`config.mk`:
```
export PLATFORM = sky130hd
export DESIGN_NAME = instruction_fetch_flat
export DESIGN_NICKNAME = d
export VERILOG_FILES = /design/src/rtl/cpu_isa_pkg.sv /design/src/rtl/instruction_fetch_if.sv /design/src/rtl/opcode_classifier.sv /design/src/rtl/instruction_fetch.sv /design/src/flat_wrapper.sv
export SDC_FILE = /design/constraint.sdc
export NUM_CORES = 1
export LEC_CHECK = 0
export ABC_AREA = 1
export BUFFER_PORTS_ARGS = -buffer_cell sky130_fd_sc_hd__buf_4
export CORE_UTILIZATION = 35
export CTS_CLUSTER_SIZE = 28
export DETAILED_ROUTE_END_ITERATION = 8
export HOLD_SLACK_MARGIN = 0.1
export PLACE_DENSITY = 0.62
export SETUP_SLACK_MARGIN = 0.2
export SLEW_MARGIN = 10
export SYNTH_ARGS = -nofsm -noshare
export SYNTH_HDL_FRONTEND = slang
export SYNTH_SLANG_ARGS = --single-unit
```
`constraint.sdc`:
```
create_clock -name clk -period 2.3 [get_ports clk]
set_input_delay 0.345 -clock clk [delete_from_list [all_inputs] [get_ports clk]]
set_output_delay 0.345 -clock clk [all_outputs]
set_load 0.02 [all_outputs]
```
`src/rtl/cpu_isa_pkg.sv`:
```
// cpu_isa_pkg: opcode constants, fetch state encoding and decode flag bundle shared across the CPU
package cpu_isa_pkg;
  localparam logic [4:0] OP_BE   = 5'b01111;
  localparam logic [4:0] OP_BNE  = 5'b10000;
  localparam logic [4:0] OP_BEZ  = 5'b10001;
  localparam logic [4:0] OP_BLTZ = 5'b10010;
  localparam logic [4:0] OP_BGTE = 5'b10011;
  localparam logic [4:0] OP_LD   = 5'b10110;
  localparam logic [4:0] OP_ST   = 5'b10111;
  localparam logic [4:0] OP_JUMP = 5'b11000;
  localparam logic [4:0] OP_HALT = 5'b11010;
  localparam logic [0:0] ST_RUN    = 1'b0;
  localparam logic [0:0] ST_HALTED = 1'b1;
  typedef struct packed {
    logic is_branch;
    logic is_jump;
    logic is_mem;
  } op_flags_t;
endpackage

```
`src/rtl/instruction_fetch_if.sv`:
```
// instruction_fetch_if: ROM, control and IF/ID signals of the fetch stage
interface instruction_fetch_if;
  logic [15:0] pc;
  logic [8:0]  instruction;
  logic        stall;
  logic        redirect_valid;
  logic [15:0] redirect_pc;
  logic        if_id_valid;
  logic [4:0]  if_id_opcode;
  logic [3:0]  if_id_operand;
  logic [15:0] if_id_pc;
  logic        if_id_is_branch;
  logic        if_id_is_jump;
  logic        if_id_is_mem;
  logic        halted;
  logic [15:0] fetch_count;
  modport master (
    input  instruction, stall, redirect_valid, redirect_pc,
    output pc, if_id_valid, if_id_opcode, if_id_operand, if_id_pc,
           if_id_is_branch, if_id_is_jump, if_id_is_mem, halted, fetch_count
  );
  modport slave (
    output instruction, stall, redirect_valid, redirect_pc,
    input  pc, if_id_valid, if_id_opcode, if_id_operand, if_id_pc,
           if_id_is_branch, if_id_is_jump, if_id_is_mem, halted, fetch_count
  );
endinterface

```
`src/rtl/opcode_classifier.sv`:
```
// opcode_classifier: combinational opcode to branch/jump/mem flag decode
module opcode_classifier
  import cpu_isa_pkg::*;
(
  input  logic [4:0] opcode,
  output logic       is_branch,
  output logic       is_jump,
  output logic       is_mem
);
  assign is_branch = opcode >= OP_BE && opcode <= OP_BGTE;
  assign is_jump   = opcode == OP_JUMP;
  assign is_mem    = opcode == OP_LD || opcode == OP_ST;
endmodule

```
`src/rtl/instruction_fetch.sv`:
```
// instruction_fetch: pc sequencing, halt/redirect/stall control and IF/ID register
module instruction_fetch
  import cpu_isa_pkg::*;
#(
  parameter logic [15:0] RESET_PC = 16'd1
) (
  input logic          clk,
  input logic          reset,
  instruction_fetch_if.master bus
);
  logic [15:0] pc, ipc, count;
  logic [0:0]  state;
  logic        valid;
  logic [4:0]  op;
  logic [3:0]  opnd;
  op_flags_t   flags, dec;
  opcode_classifier u_cls (
    .opcode    (bus.instruction[8:4]),
    .is_branch (dec.is_branch),
    .is_jump   (dec.is_jump),
    .is_mem    (dec.is_mem)
  );
  always_ff @(posedge clk) begin
    if (reset) begin
      pc    <= RESET_PC;
      state <= ST_RUN;
      valid <= 1'b0;
      op    <= '0;
      opnd  <= '0;
      ipc   <= '0;
      flags <= '0;
      count <= '0;
    end else if (bus.redirect_valid) begin
      pc    <= bus.redirect_pc;
      state <= ST_RUN;
      valid <= 1'b0;
    end else if (!bus.stall) begin
      if (state == ST_HALTED) valid <= 1'b0;
      else begin
        op    <= bus.instruction[8:4];
        opnd  <= bus.instruction[3:0];
        ipc   <= pc;
        flags <= dec;
        valid <= 1'b1;
        count <= count + {15'd0, count != 16'hFFFF};
        if (bus.instruction[8:4] == OP_HALT) state <= ST_HALTED;
        else pc <= pc + 16'd1;
      end
    end
  end
  // flag registers may be stale across a flush, so qualify them with valid
  assign bus.pc              = pc;
  assign bus.if_id_valid     = valid;
  assign bus.if_id_opcode    = op;
  assign bus.if_id_operand   = opnd;
  assign bus.if_id_pc        = ipc;
  assign bus.if_id_is_branch = valid & flags.is_branch;
  assign bus.if_id_is_jump   = valid & flags.is_jump;
  assign bus.if_id_is_mem    = valid & flags.is_mem;
  assign bus.halted          = state == ST_HALTED;
  assign bus.fetch_count     = count;
endmodule

```
`src/flat_wrapper.sv`:
```
// flat-port wrapper written by rule: the top's interface ports become plain ports
module instruction_fetch_flat import cpu_isa_pkg::*;
#(
  parameter logic [15:0] RESET_PC = 16'd1
)
  (clk, reset, bus_instruction, bus_stall, bus_redirect_valid, bus_redirect_pc, bus_pc, bus_if_id_valid, bus_if_id_opcode, bus_if_id_operand, bus_if_id_pc, bus_if_id_is_branch, bus_if_id_is_jump, bus_if_id_is_mem, bus_halted, bus_fetch_count);
  instruction_fetch_if bus_i ();
  input logic clk;
  input logic reset;
  input wire logic [$bits(bus_i.instruction)-1:0] bus_instruction;
  input wire logic [$bits(bus_i.stall)-1:0] bus_stall;
  input wire logic [$bits(bus_i.redirect_valid)-1:0] bus_redirect_valid;
  input wire logic [$bits(bus_i.redirect_pc)-1:0] bus_redirect_pc;
  output wire logic [$bits(bus_i.pc)-1:0] bus_pc;
  output wire logic [$bits(bus_i.if_id_valid)-1:0] bus_if_id_valid;
  output wire logic [$bits(bus_i.if_id_opcode)-1:0] bus_if_id_opcode;
  output wire logic [$bits(bus_i.if_id_operand)-1:0] bus_if_id_operand;
  output wire logic [$bits(bus_i.if_id_pc)-1:0] bus_if_id_pc;
  output wire logic [$bits(bus_i.if_id_is_branch)-1:0] bus_if_id_is_branch;
  output wire logic [$bits(bus_i.if_id_is_jump)-1:0] bus_if_id_is_jump;
  output wire logic [$bits(bus_i.if_id_is_mem)-1:0] bus_if_id_is_mem;
  output wire logic [$bits(bus_i.halted)-1:0] bus_halted;
  output wire logic [$bits(bus_i.fetch_count)-1:0] bus_fetch_count;
  assign bus_i.instruction = bus_instruction;
  assign bus_i.stall = bus_stall;
  assign bus_i.redirect_valid = bus_redirect_valid;
  assign bus_i.redirect_pc = bus_redirect_pc;
  assign bus_pc = bus_i.pc;
  assign bus_if_id_valid = bus_i.if_id_valid;
  assign bus_if_id_opcode = bus_i.if_id_opcode;
  assign bus_if_id_operand = bus_i.if_id_operand;
  assign bus_if_id_pc = bus_i.if_id_pc;
  assign bus_if_id_is_branch = bus_i.if_id_is_branch;
  assign bus_if_id_is_jump = bus_i.if_id_is_jump;
  assign bus_if_id_is_mem = bus_i.if_id_is_mem;
  assign bus_halted = bus_i.halted;
  assign bus_fetch_count = bus_i.fetch_count;
  instruction_fetch #(.RESET_PC(RESET_PC)) u_core (.clk(clk), .reset(reset), .bus(bus_i));
endmodule
```
Word level (Yosys, flattened, before mapping)
Index checks and enable logic that the tools add are counted.
{"block": "totals", "wordCells": 40, "input_bits": 29, "ff_bits": 62, "output_inout_bits": 62}
{"block": "classes", "add_sub_neg": 2, "n_eq_ne": 8, "n_bitwise": 6, "n_reduce_logical": 5, "magnitude_cmp": 2, "n_mux": 7}
{"op": "$mux W16", "n": 4}
{"op": "$eq A5 B5 Y1 const B", "n": 4}
{"op": "$add A16 B1 Y16", "n": 1}
{"op": "$add A16 B1 Y16 const B", "n": 1}
{"op": "$ne A16 B16 Y1 const B", "n": 1}
{"op": "$reduce_and A3 Y1", "n": 2}
{"op": "$ge A5 B4 Y1 const B", "n": 1}
{"op": "$le A5 B5 Y1 const B", "n": 1}
{"op": "$ne A2 B2 Y1 const B", "n": 2}
{"op": "$and A1 B1 Y1", "n": 3}
{"op": "$mux W1", "n": 3}
{"op": "$not A1 Y1", "n": 3}
{"op": "$ne A2 B1 Y1 const B", "n": 1}
{"op": "$reduce_or A2 Y1", "n": 1}
{"op": "$logic_and A1 B1 Y1", "n": 1}
{"op": "$logic_or A1 B1 Y1", "n": 1}

Longest topological paths before layout
Gate-level depths: netlist (run 1).
{"block": "depth", "word_depth": 5, "ltp_mapped": 14, "ltp_nobuf": 14}

By module
A second synthesis (run 1) with hierarchy kept.
{"block": "unflattened", "cells_unflattened": 441, "hier_area_um2": 3020.4}
{"module": "instruction_fetch", "area_per_inst_um2": 2969.1, "n_inst": 1, "cells_each": 428, "seq_area_each_um2": 1241.2}
{"module": "opcode_classifier", "area_per_inst_um2": 51.3, "n_inst": 1, "cells_each": 13, "seq_area_each_um2": 0.0}

Least setup slack after synthesis (run 1)
Ideal clock, no wire load.
{"block": "synth_timing", "path_kind": "register to register", "startpoint": "register u_core.count[4] (netlist: u_core.bus.fetch_count[4])", "endpoint": "register u_core.count[10] (netlist: u_core.bus.fetch_count[10])", "t_arrival_ns": 2.006, "stages_incl_launch_ff": 13, "setup_slack_ns": 0.224, "required_time_ns": 2.230, "cell_sequence": "dfxtp_1 -> nand2_1 -> nor4_1 -> nand2_1 -> ha_1 -> ha_1 -> nand3_1 -> nor2_4 -> nand2_1 -> inv_1 -> nand2_1 -> o21ai_0 -> a21oi_1"}
{"block": "synth_between", "elab_chain_cells": 2}
{"element": "start, declared", "line": "instruction_fetch.sv:11", "rtl": "logic [15:0] pc, ipc, count;"}
{"element": "start signal, assigned", "line": "instruction_fetch.sv:45", "rtl": "count <= count + {15'd0, count != 16'hFFFF};"}
{"element": "$ne A16 B16 Y1", "line": "instruction_fetch.sv:45"}
{"element": "$add A16 B1 Y16 *", "line": "instruction_fetch.sv:45"}
Mark *: on every way between the ends. The rest lies on a longest branch, timed or not.
A chain may end at the register's enable or synchronous reset.

Worst setup path after layout (run 1)
{"block": "layout_timing", "startpoint": "register u_core.count[7] (netlist: u_core.bus.fetch_count[7])", "endpoint": "register u_core.count[14] (netlist: u_core.bus.fetch_count[14])"}
Same word-level chain as after synthesis.

==> results.toml, run 1 <==
[outcome]
outcome = "complete, no violations"

[worst_setup_path]
r2r_slack_ps = 360
startpoint_type = "register"
required_ps = 2540
crit_fanout = 4
cp-end-kind = "register"
critical_path_class = "register to register"
crit_arrival_ps = 2180

[power_and_ir_drop]
switchingPower_mw = 0.713
ir_worst_vdd_uv = 363
power_leakage_nw = 1.89
p_int_mw = 1.89
p_sw_share_pct = 27.4
pwr_density_cell_mw_per_mm2 = 648
power_mw = 2.60
p_comb_share_pct = 14.3
power_frac_seq_pct = 45.0
clkPwrFrac_pct = 40.7

[place]
buffer_ports.inserted = 90
dpl.hpwl_um = 5870
place_ws_ps = 162
gp_congestion = 0.847

[die]
fp.dieW_um = 93.8
ioPinCount = 91
initial_utilization_pct = 36.1
die_h_um = 93.8
coreArea_mm2 = 0.00818
die_area_mm2 = 0.00879
row_count = 33

[timing]
rsz0062_at_grt = "no"
hold_viol = 0
fin_setup_tns_ps = 0
setup_viol = 0
timing.fmax_mhz = 514
slew_headroom_pct = 69.8
period_minus_slack_ps = 1940
post-route-period-util_pct = 84.5
worst_slack_ps = 355
slew_violations = 0
tightest_slew_ps = 451
fin_skew_ps = 12.6

[global_routing]
busiest_layer = "met2"
grt_max_degree = 34
overflow = 0
antenna_found_initial = 0
use_met2_pct = 33.4
grt_usage_pct = 19.7
grt_use_met1_pct = 24.4
grt_pass1_wl_um = 13600
grt_pass1_vias = 2931
grt_util_met3_pct = 6.15

[clock_network]
numClockSinks = 62
htreeDepth = 3
clkSlewWorstSetupHoldPaths_ps = 80
cts.root.buffer_cell = "clkbuf_8"
cts_tree = "yes"
numCtsBuffers = 9
cts_hold_buf = 0
clock_path_buffers = 2
insertion_delay_ps = 340

[final_layout]
final_cell_mix = "buf_4 (100), nand2_1 (81), nor2_1 (66), dfxtp_1 (57), inv_1 (53)"
syn_to_final_growth_pct = 36.3
nets = 561
layout_commonest_cell = "buf_4"
fillers = 824
n_antenna_cell = 0
drive_above_1_share_pct = 26.0

[synth]
synth_fp_nets = 465
synth_edf_count = 0
synth_top_area_share_pct = 42.1
synth_area_per_cell_um2 = 6.81
synthFlopType = "dfxtp_1"
yosys_warnings = 0
async_reset_ff_share_pct = 0
syn_inst = 433
synth.cell_area_mm2 = 0.00295
ys_ff_latch = 62
synthDistinctLibCells = 31
ys_seq_area_share_pct = 42.1
synth_area_leaders = "dfxtp_1 (42%), nand2_1 (10%), nor2_1 (8.5%), o21ai_0 (7.6%), inv_1 (6.9%)"
yosys.area.top_type = "dfxtp_1"

[drt]
avgViaCountPerCell = 4.81
first_pass_iters = 4
dr_total_vias = 3073
drcViolationCount = 0
wl_per_cell_um = 12.9
drt_iter0_drc = 77
ant_nets = 0
drt-total-wl_um = 8220

[min_path]
hold_path_class = "input port to register"

[flow_run]
cap_violations = 0
[registers in the layout (all words and copies together), names as in the netlist]
register / cells
u_core.bus.if_id_pc: 16
u_core.bus.halted: 1
u_core.bus.if_id_opcode: 5
u_core.bus.if_id_valid: 1
u_core.flags: 3
u_core.bus.pc: 16
u_core.bus.fetch_count: 16
u_core.bus.if_id_operand: 4
[logic make-up (layout without fill, tap and decap cells)]
| family | Yosys count | count (layout) | synth area share [%] |
|---|---|---|---|
| compound gates | 97 | 97 | 17.2 |
| fa+ha+maj | 3 | 3 | 1.27 |
| flops | 62 | 62 | 42.1 |
| simple gates | 199 | 199 | 29.5 |
| buf+inv | 71 | 172 | 9.59 |
| xor+xnor | 1 | 1 | 0.297 |
[worst paths after layout]
check,from,end,depth (start not counted)
hold / removal,bus_instruction[2],u_core.bus.if_id_operand[2],3
setup / recovery,u_core.bus.fetch_count[7],u_core.bus.fetch_count[14],13
setup reg to reg,u_core.bus.fetch_count[7],u_core.bus.fetch_count[14],13
hold reg to reg,u_core.bus.fetch_count[7],u_core.bus.fetch_count[7],2
[Yosys cell counts (5+ instances only)]
library cell,n
a21oi_1,38
a31oi_1,5
buf_2,6
clkbuf_1,7
dfxtp_1,62
inv_1,54
nand2_1,82
nand3_1,27
nand4_1,5
nor2_1,67
nor3_1,5
o21ai_0,45
[area by class of cell]
| type | count | area, um2 | share of cell area (%) |
|---|---|---|---|
| Multi-Input combinational cell | 300 | 1460 | 36.2 |
| Sequential cell | 62 | 1250 | 31.0 |
| Timing Repair Buffer | 100 | 751 | 18.7 |
| Tap cell | 105 | 131 | 3.27 |
| Clock inverter | 7 | 98.8 | 2.46 |
| Clock buffer | 9 | 124 | 3.08 |
| Inverter | 56 | 210 | 5.23 |
[power groups by stage]
| stage | clock network (mW) | logic (mW) | registers, mW |
|---|---|---|---|
| 2_1_floorplan | 0 | 0.148 | 1.25 |
| 3_3_place_gp | 0 | 0.371 | 1.19 |
| 3_5_place_dp | 0 | 0.376 | 1.20 |
| 4_1_cts | 1.09 | 0.377 | 1.17 |
| 5_1_grt | 1.14 | 0.414 | 1.18 |
| 6_report | 1.06 | 0.373 | 1.17 |
[timing repair]
item	4_1_cts	5_1_grt
setup endpoints to repair	2	6
buffers inserted	0	2
resized for setup	2	12
pin swaps	1	2
[per-layer routing]
metal / wire length, um / vias up / part of all wire, %
met5: 0 / - / 0
met1: 3710 / 1377 / 45
met2: 3910 / 95 / 48
li1: - / 1594 / -
met3: 537 / 7 / 6.5
met4: 65 / 0 / 0.79
[worst max-delay path, stage by stage, from the launching register on]
cell and delay [ps]:
dfxtp_2 350, nand2_1 100, inv_2 90, nand3_2 110
nor2_4 140, nand2_1 80, ha_1 220, ha_1 230
nand3_2 110, nor2_4 50, nand4_1 180, nor2_1 70
nor2_1 90, nor2_1 40
[metrics by stage]
step | utilization [%] | instances | hold WS, ps | instance area, um2
final | 49.1 | 639 | 259 | 4020
after global routing | 49.1 | 639 | 275 | 4020
after CTS | 48.6 | 637 | 247 | 3970
after detailed placement | 45.8 | 621 | 458 | 3740
after global placement | 45.8 | 621 | 456 | 3740
after floorplan | - | 433 | 444 | 2950
No activity file was read; power rests on OpenSTA's default activity.
==> run 2: changes to the inputs <==
--- a/config.mk
+++ b/config.mk
@@ -5,13 +5,13 @@
 export SDC_FILE = /design/constraint.sdc
 export NUM_CORES = 1
 export LEC_CHECK = 0
-export ABC_AREA = 1
+export ABC_AREA = 0
 export BUFFER_PORTS_ARGS = -buffer_cell sky130_fd_sc_hd__buf_4
 export CORE_UTILIZATION = 35
 export CTS_CLUSTER_SIZE = 28
 export DETAILED_ROUTE_END_ITERATION = 8
 export HOLD_SLACK_MARGIN = 0.1
-export PLACE_DENSITY = 0.62
+export PLACE_DENSITY = 0.65
 export SETUP_SLACK_MARGIN = 0.2
 export SLEW_MARGIN = 10
 export SYNTH_ARGS = -nofsm -noshare
==> constraint.sdc (replaced) <==
create_clock -name clk -period 1.75 [get_ports clk]
set_input_delay 0.2625 -clock clk [delete_from_list [all_inputs] [get_ports clk]]
set_output_delay 0.2625 -clock clk [all_outputs]
set_load 0.02 [all_outputs]
==> run 2 against run 1 <==
Compared with the run above: the flow now finishes with violations (setup timing); design area rose by 13%; register-to-register slack worse by 700 ps; clock skew down 3.6 ps; setup slack worse by 700 ps; sequential share of layout area decreased by 2.4 points; routed wire length increased by 6.1%; power grew 31%; non-clock buffer count is 53 higher; synthesized cell count decreased by 19%; via count down 1.5%.
==> results.toml, run 2 <==
[outcome]
outcome = "finished with violations"
violations = "setup timing"

[final_layout]
drive_above_1_share_pct = 44.5
layout_commonest_cell = "buf_4"
syn_to_final_growth_pct = 59.0
nets = 521
fillers = 714
n_antenna_cell = 0
final_cell_mix = "buf_4 (146), nand2_1 (64), dfxtp_1 (40), a21oi_1 (39), nor2_1 (20)"
layoutNonFillerInstCount = 596

[timing]
fin_setup_tns_ps = -3870
tightest_slew_ps = 608
slew_violations = 0
worst_slack_ps = -349
post-route-period-util_pct = 120
rsz0062_at_grt = "yes"
timing.fmax_mhz = 477
hold_viol = 0
fin_skew_ps = 9.01
worst_hold_slack_ps = 168
period_minus_slack_ps = 2100
slew_headroom_pct = 59.4
setup_viol = 15

[clock_network]
cts_hold_buf = 0
htreeDepth = 3
clkSlewWorstSetupHoldPaths_ps = 70
numClockSinks = 62
cts.root.buffer_cell = "clkbuf_8"
cts_tree = "yes"
insertion_delay_ps = 340
clock_path_buffers = 2
numCtsBuffers = 9

[global_routing]
antenna_found_initial = 0
grt_pass1_vias = 2854
grt_pass1_wl_um = 13600
grt_usage_pct = 20.5
grt_max_degree = 59
overflow = 0

[synth]
ys_seq_area_share_pct = 43.5
syn_inst = 349
synth_most_common_cell = "nand2_1"
synth.cell_area_mm2 = 0.00285
synthTopCellsByCount = "nand2_1 (66), dfxtp_1 (62), a21oi_1 (41), nor2_1 (20), clkbuf_1 (19)"
yosys_warnings = 0
synth_top_area_share_pct = 43.5
synthFlopType = "dfxtp_1"
ys_ff_latch = 62
synth_fp_nets = 381
async_reset_ff_share_pct = 0
synth_edf_count = 0
synthDistinctLibCells = 47
synth_area_per_cell_um2 = 8.17
yosys.area.top_type = "dfxtp_1"
synth_area_leaders = "dfxtp_1 (44%), nand2_1 (8.7%), a21oi_1 (7.2%), xnor2_1 (4.0%), nor2_1 (2.6%)"

[worst_setup_path]
cp-end-kind = "register"
required_ps = 1960
crit_fanout = 7
critical_path_class = "register to register"
startpoint_type = "register"
crit_arrival_ps = 2310

[die]
coreArea_mm2 = 0.00781
ioPinCount = 91
die_area_mm2 = 0.00851
die_h_um = 92.3
row_count = 32
fp.dieW_um = 92.3
initial_utilization_pct = 36.5

[drt]
drt-total-wl_um = 8720
dr.max_layer_used = "met4"
avgViaCountPerCell = 5.08
dr_wl_met3_um = 492
wl_per_cell_um = 14.6
wl_met2_um = 4150
dr_total_vias = 3028
drcViolationCount = 0
drt_iter0_drc = 141
wl_met1_um = 3980
first_pass_iters = 4
ant_nets = 0

[place]
place_inst = 565
dpl.hpwl_um = 5820
gp_congestion = 0.841
buffer_ports.inserted = 90
place_ws_ps = -357

[power_and_ir_drop]
pwr_density_cell_mw_per_mm2 = 752
ir_worst_vdd_uv = 421
power_leakage_nw = 1.83

[min_path]
hold_path_class = "input port to register"

[flow_run]
cap_violations = 0
## run 2: metal layers
layer,GRT usage [%],vias up
li1,-,1519
met1,27.0,1389
met5,0,-
met4,10.3,0
met3,3.57,11
met2,32.0,109
## run 2: what timing repair did
item / in CTS / in global routing
pin swaps: 22 / 20
buffers inserted: 11 / 3
setup endpoints to repair: 26 / 30
gates cloned: 0 / 1
resized for setup: 14 / 10
## run 2: critical path, stage by stage (launching register included)
cell and delay (ps):
dfxtp_4 340, nand4_1 110, or2_4 250, or4_4 430, ha_4 190, ha_4 150, or4b_4 250, nor3_1 70
xnor2_1 130, nor2_1 60
## run 2: cells by family after synthesis
group                    share of synthesized area (%)
AO/OA/AOI/OAI                                     17.3
flip-flops                                        43.5
AND/OR/NAND/NOR                                   27.6
adder cells (fa/ha/maj)                           1.32
buffers and inverters                             5.66
XOR/XNOR                                          4.61
## run 2: layout make-up
type	count	area (um2)	area share (%)
tap	102	128	2.81
inverter	11	41.3	0.911
sequential	62	1300	28.7
clock inverter	4	52.6	1.16
multi-input combinational	252	1630	36.0
timing repair buffer	153	1210	26.8
clock buffer	12	166	3.67
## run 2: worst paths after layout
check | from | endpoint | slack, ps | cells past startpoint
setup reg to reg | u_core.bus.fetch_count[10] | u_core.bus.fetch_count[10] | -350 | 9
hold / removal | bus_instruction[2] | u_core.bus.if_id_operand[2] | 170 | 3
setup / recovery | u_core.bus.fetch_count[10] | u_core.bus.fetch_count[10] | -350 | 9
hold reg to reg | u_core.flags[1] | u_core.flags[1] | 450 | 2
## run 2: report_power, final
part           total, mW  internal (mW)  switching [mW]  leakage (nW)
sequential          1.49           1.45          0.0418         0.519
clock               1.37          0.787           0.582         0.112
combinational      0.547          0.254           0.293          1.20
total               3.41           2.49           0.917          1.83
## run 2: metrics by stage
stage               area [um2]  power (mW)  utilization [%]
CTS                       4440        3.42             56.9
finish                    4530        3.41             58.1
global route              4530        3.56             58.1
global placement          4090        2.02             52.3
detailed placement        4090        2.02             52.3
floorplan                 3030        1.79                -
==> run 3: changes to the inputs <==
--- a/config.mk
+++ b/config.mk
@@ -11,7 +11,7 @@
 export CTS_CLUSTER_SIZE = 28
 export DETAILED_ROUTE_END_ITERATION = 8
 export HOLD_SLACK_MARGIN = 0.1
-export PLACE_DENSITY = 0.65
+export PLACE_DENSITY = 0.63
 export SETUP_SLACK_MARGIN = 0.2
 export SLEW_MARGIN = 10
 export SYNTH_ARGS = -nofsm -noshare
==> constraint.sdc (replaced) <==
create_clock -name clk -period 2.6 [get_ports clk]
set_input_delay 0.39 -clock clk [delete_from_list [all_inputs] [get_ports clk]]
set_output_delay 0.39 -clock clk [all_outputs]
set_load 0.02 [all_outputs]
==> run 3 against run 2 <==
Compared with the run above: cell count shrank 9.6%; the flow now finishes without violations; critical path depth stayed put; critical endpoint is now u_core.bus.fetch_count[14]; design area shrank 16%; routed wire length down 11%; setup slack better by 650 ps.
==> results.toml, run 3 (synthesized netlist as in run 2, its figures left out) <==
[drt]
first_pass_iters = 4
ant_nets = 0
drt_iter0_drc = 106
avgViaCountPerCell = 5.21
dr_total_vias = 2808
drcViolationCount = 0
wl_per_cell_um = 14.4
drt-total-wl_um = 7780

[timing]
slew_violations = 0
period_minus_slack_ps = 2300
fin_skew_ps = 6.96
slew_headroom_pct = 54.0
hold_viol = 0
fin_setup_tns_ps = 0
timing.fmax_mhz = 434
setup_viol = 0
rsz0062_at_grt = "no"
post-route-period-util_pct = 88.6
tightest_slew_ps = 688

[global_routing]
overflow = 0
grt_pass1_vias = 2589
grt_pass1_wl_um = 12700
grt_max_degree = 44
grt_usage_pct = 19.0
antenna_found_initial = 0

[final_layout]
drive_above_1_share_pct = 28.4
fin_util_pct = 48.9
syn_to_final_growth_pct = 33.9
final_cell_mix = "buf_4 (97), nand2_1 (66), dfxtp_1 (58), a21oi_1 (41), nor2_1 (20)"
fin_area_mm2 = 0.00382
n_antenna_cell = 0
fillers = 812
layout_commonest_cell = "buf_4"
nets = 465

[min_path]
min_path_cells = 3
holdPathEnd = "u_core.bus.if_id_operand[0]"
hold_path_class = "input port to register"
holdCritStartpoint = "bus_instruction[0]"

[worst_setup_path]
cp-end-kind = "register"
r2r_slack_ps = 300
cp-startpoint = "u_core.bus.fetch_count[11]"
crit_arrival_ps = 2520
r2r_end = "u_core.bus.fetch_count[14]"
startpoint_type = "register"
crit_fanout = 7
required_ps = 2820
critical_path_class = "register to register"
worstReg2RegStart = "u_core.bus.fetch_count[11]"
reg2reg_depth = 9

[clock_network]
cts.root.buffer_cell = "clkbuf_8"
clkSlewWorstSetupHoldPaths_ps = 70
numCtsBuffers = 9
clock_path_buffers = 2
cts_hold_buf = 0
cts_tree = "yes"
htreeDepth = 3
numClockSinks = 62
insertion_delay_ps = 340

[place]
dpl.hpwl_um = 5250
buffer_ports.inserted = 90
place_area_mm2 = 0.00359
gp_congestion = 0.794

[die]
die_h_um = 92.3
ioPinCount = 91
fp.dieW_um = 92.3
coreArea_mm2 = 0.00781
die_area_mm2 = 0.00851
row_count = 32
initial_utilization_pct = 36.5

[power_and_ir_drop]
ir_worst_vdd_uv = 224
pwr_density_cell_mw_per_mm2 = 576
power_leakage_nw = 1.49

[flow_run]
cap_violations = 0

[outcome]
outcome = "complete, no violations"
run 3: cell count changes in the layout (fill, tap and decap cells not counted), sizes merged:
cell	previous run	this run
clkbuf	13	12
clkinv	3	1
clkinvlp	0	1
buf	152	97
run 3: final cells by class:
type                       instances  area [um2]  share of cell area, %
clock inverter                     3        42.5                   1.11
timing repair buffer              97         728                   19.1
tap                              102         128                   3.34
inverter                          11        41.3                   1.08
clock buffer                      12         165                   4.33
sequential                        62        1250                   32.8
multi-input combinational        252        1460                   38.3
run 3: through the flow:
| stage | setup slack (ps) | std cells | power, mW | hold slack (ps) |
|---|---|---|---|---|
| 6_report | 296 | 539 | 2.20 | 288 |
| 5_1_grt | 213 | 539 | 2.28 | 284 |
| 4_1_cts | 243 | 538 | 2.22 | 277 |
| 3_5_place_dp | 200 | 523 | 1.32 | 448 |
| 3_3_place_gp | 234 | 523 | 1.32 | 439 |
| 2_1_floorplan | 206 | 349 | 1.20 | 427 |
run 3: power by group:
part / switching [mW] / leakage (nW) / total [mW] / internal (mW)
Sequential: 0.0435 / 0.509 / 1.03 / 0.984
Clock: 0.388 / 0.104 / 0.902 / 0.515
Combinational: 0.153 / 0.877 / 0.269 / 0.116
run 3: per-layer routing:
layer	vias to the layer above	wire length, um	GRT usage, %	part of all wire (%)
li1	1399	-	-	-
met1	1312	3640	24.5	47
met2	88	3650	30.7	47
met3	9	403	2.82	5.2
met4	0	85	9.24	1.1
met5	-	0	0	0
run 3: worst max-delay path by stage:
| stage | slack, ps | to | cells past startpoint |
|---|---|---|---|
| after floorplan | 210 | u_core.bus.fetch_count[12] | 10 |
| after global placement | 230 | u_core.bus.fetch_count[14] | 9 |
| after detailed placement | 200 | u_core.bus.fetch_count[12] | 9 |
| after CTS | 240 | u_core.bus.fetch_count[14] | 9 |
| after global routing | 210 | u_core.bus.fetch_count[14] | 9 |
| final | 300 | u_core.bus.fetch_count[14] | 9 |
run 3: what timing repair did:
action                     CTS  global route
resized for setup            1             3
setup endpoints to repair    3             4
pin swaps                    0             0
buffers inserted             0             1
run 3: critical path, stage by stage, from the launching register on:
cell and delay [ps]:
dfxtp_4 370, nand4_1 120, or2_4 250, or4_1 540, ha_2 200, ha_1 190
or4b_4 240, nor4_1 60, xnor2_1 150, nor2_1 50
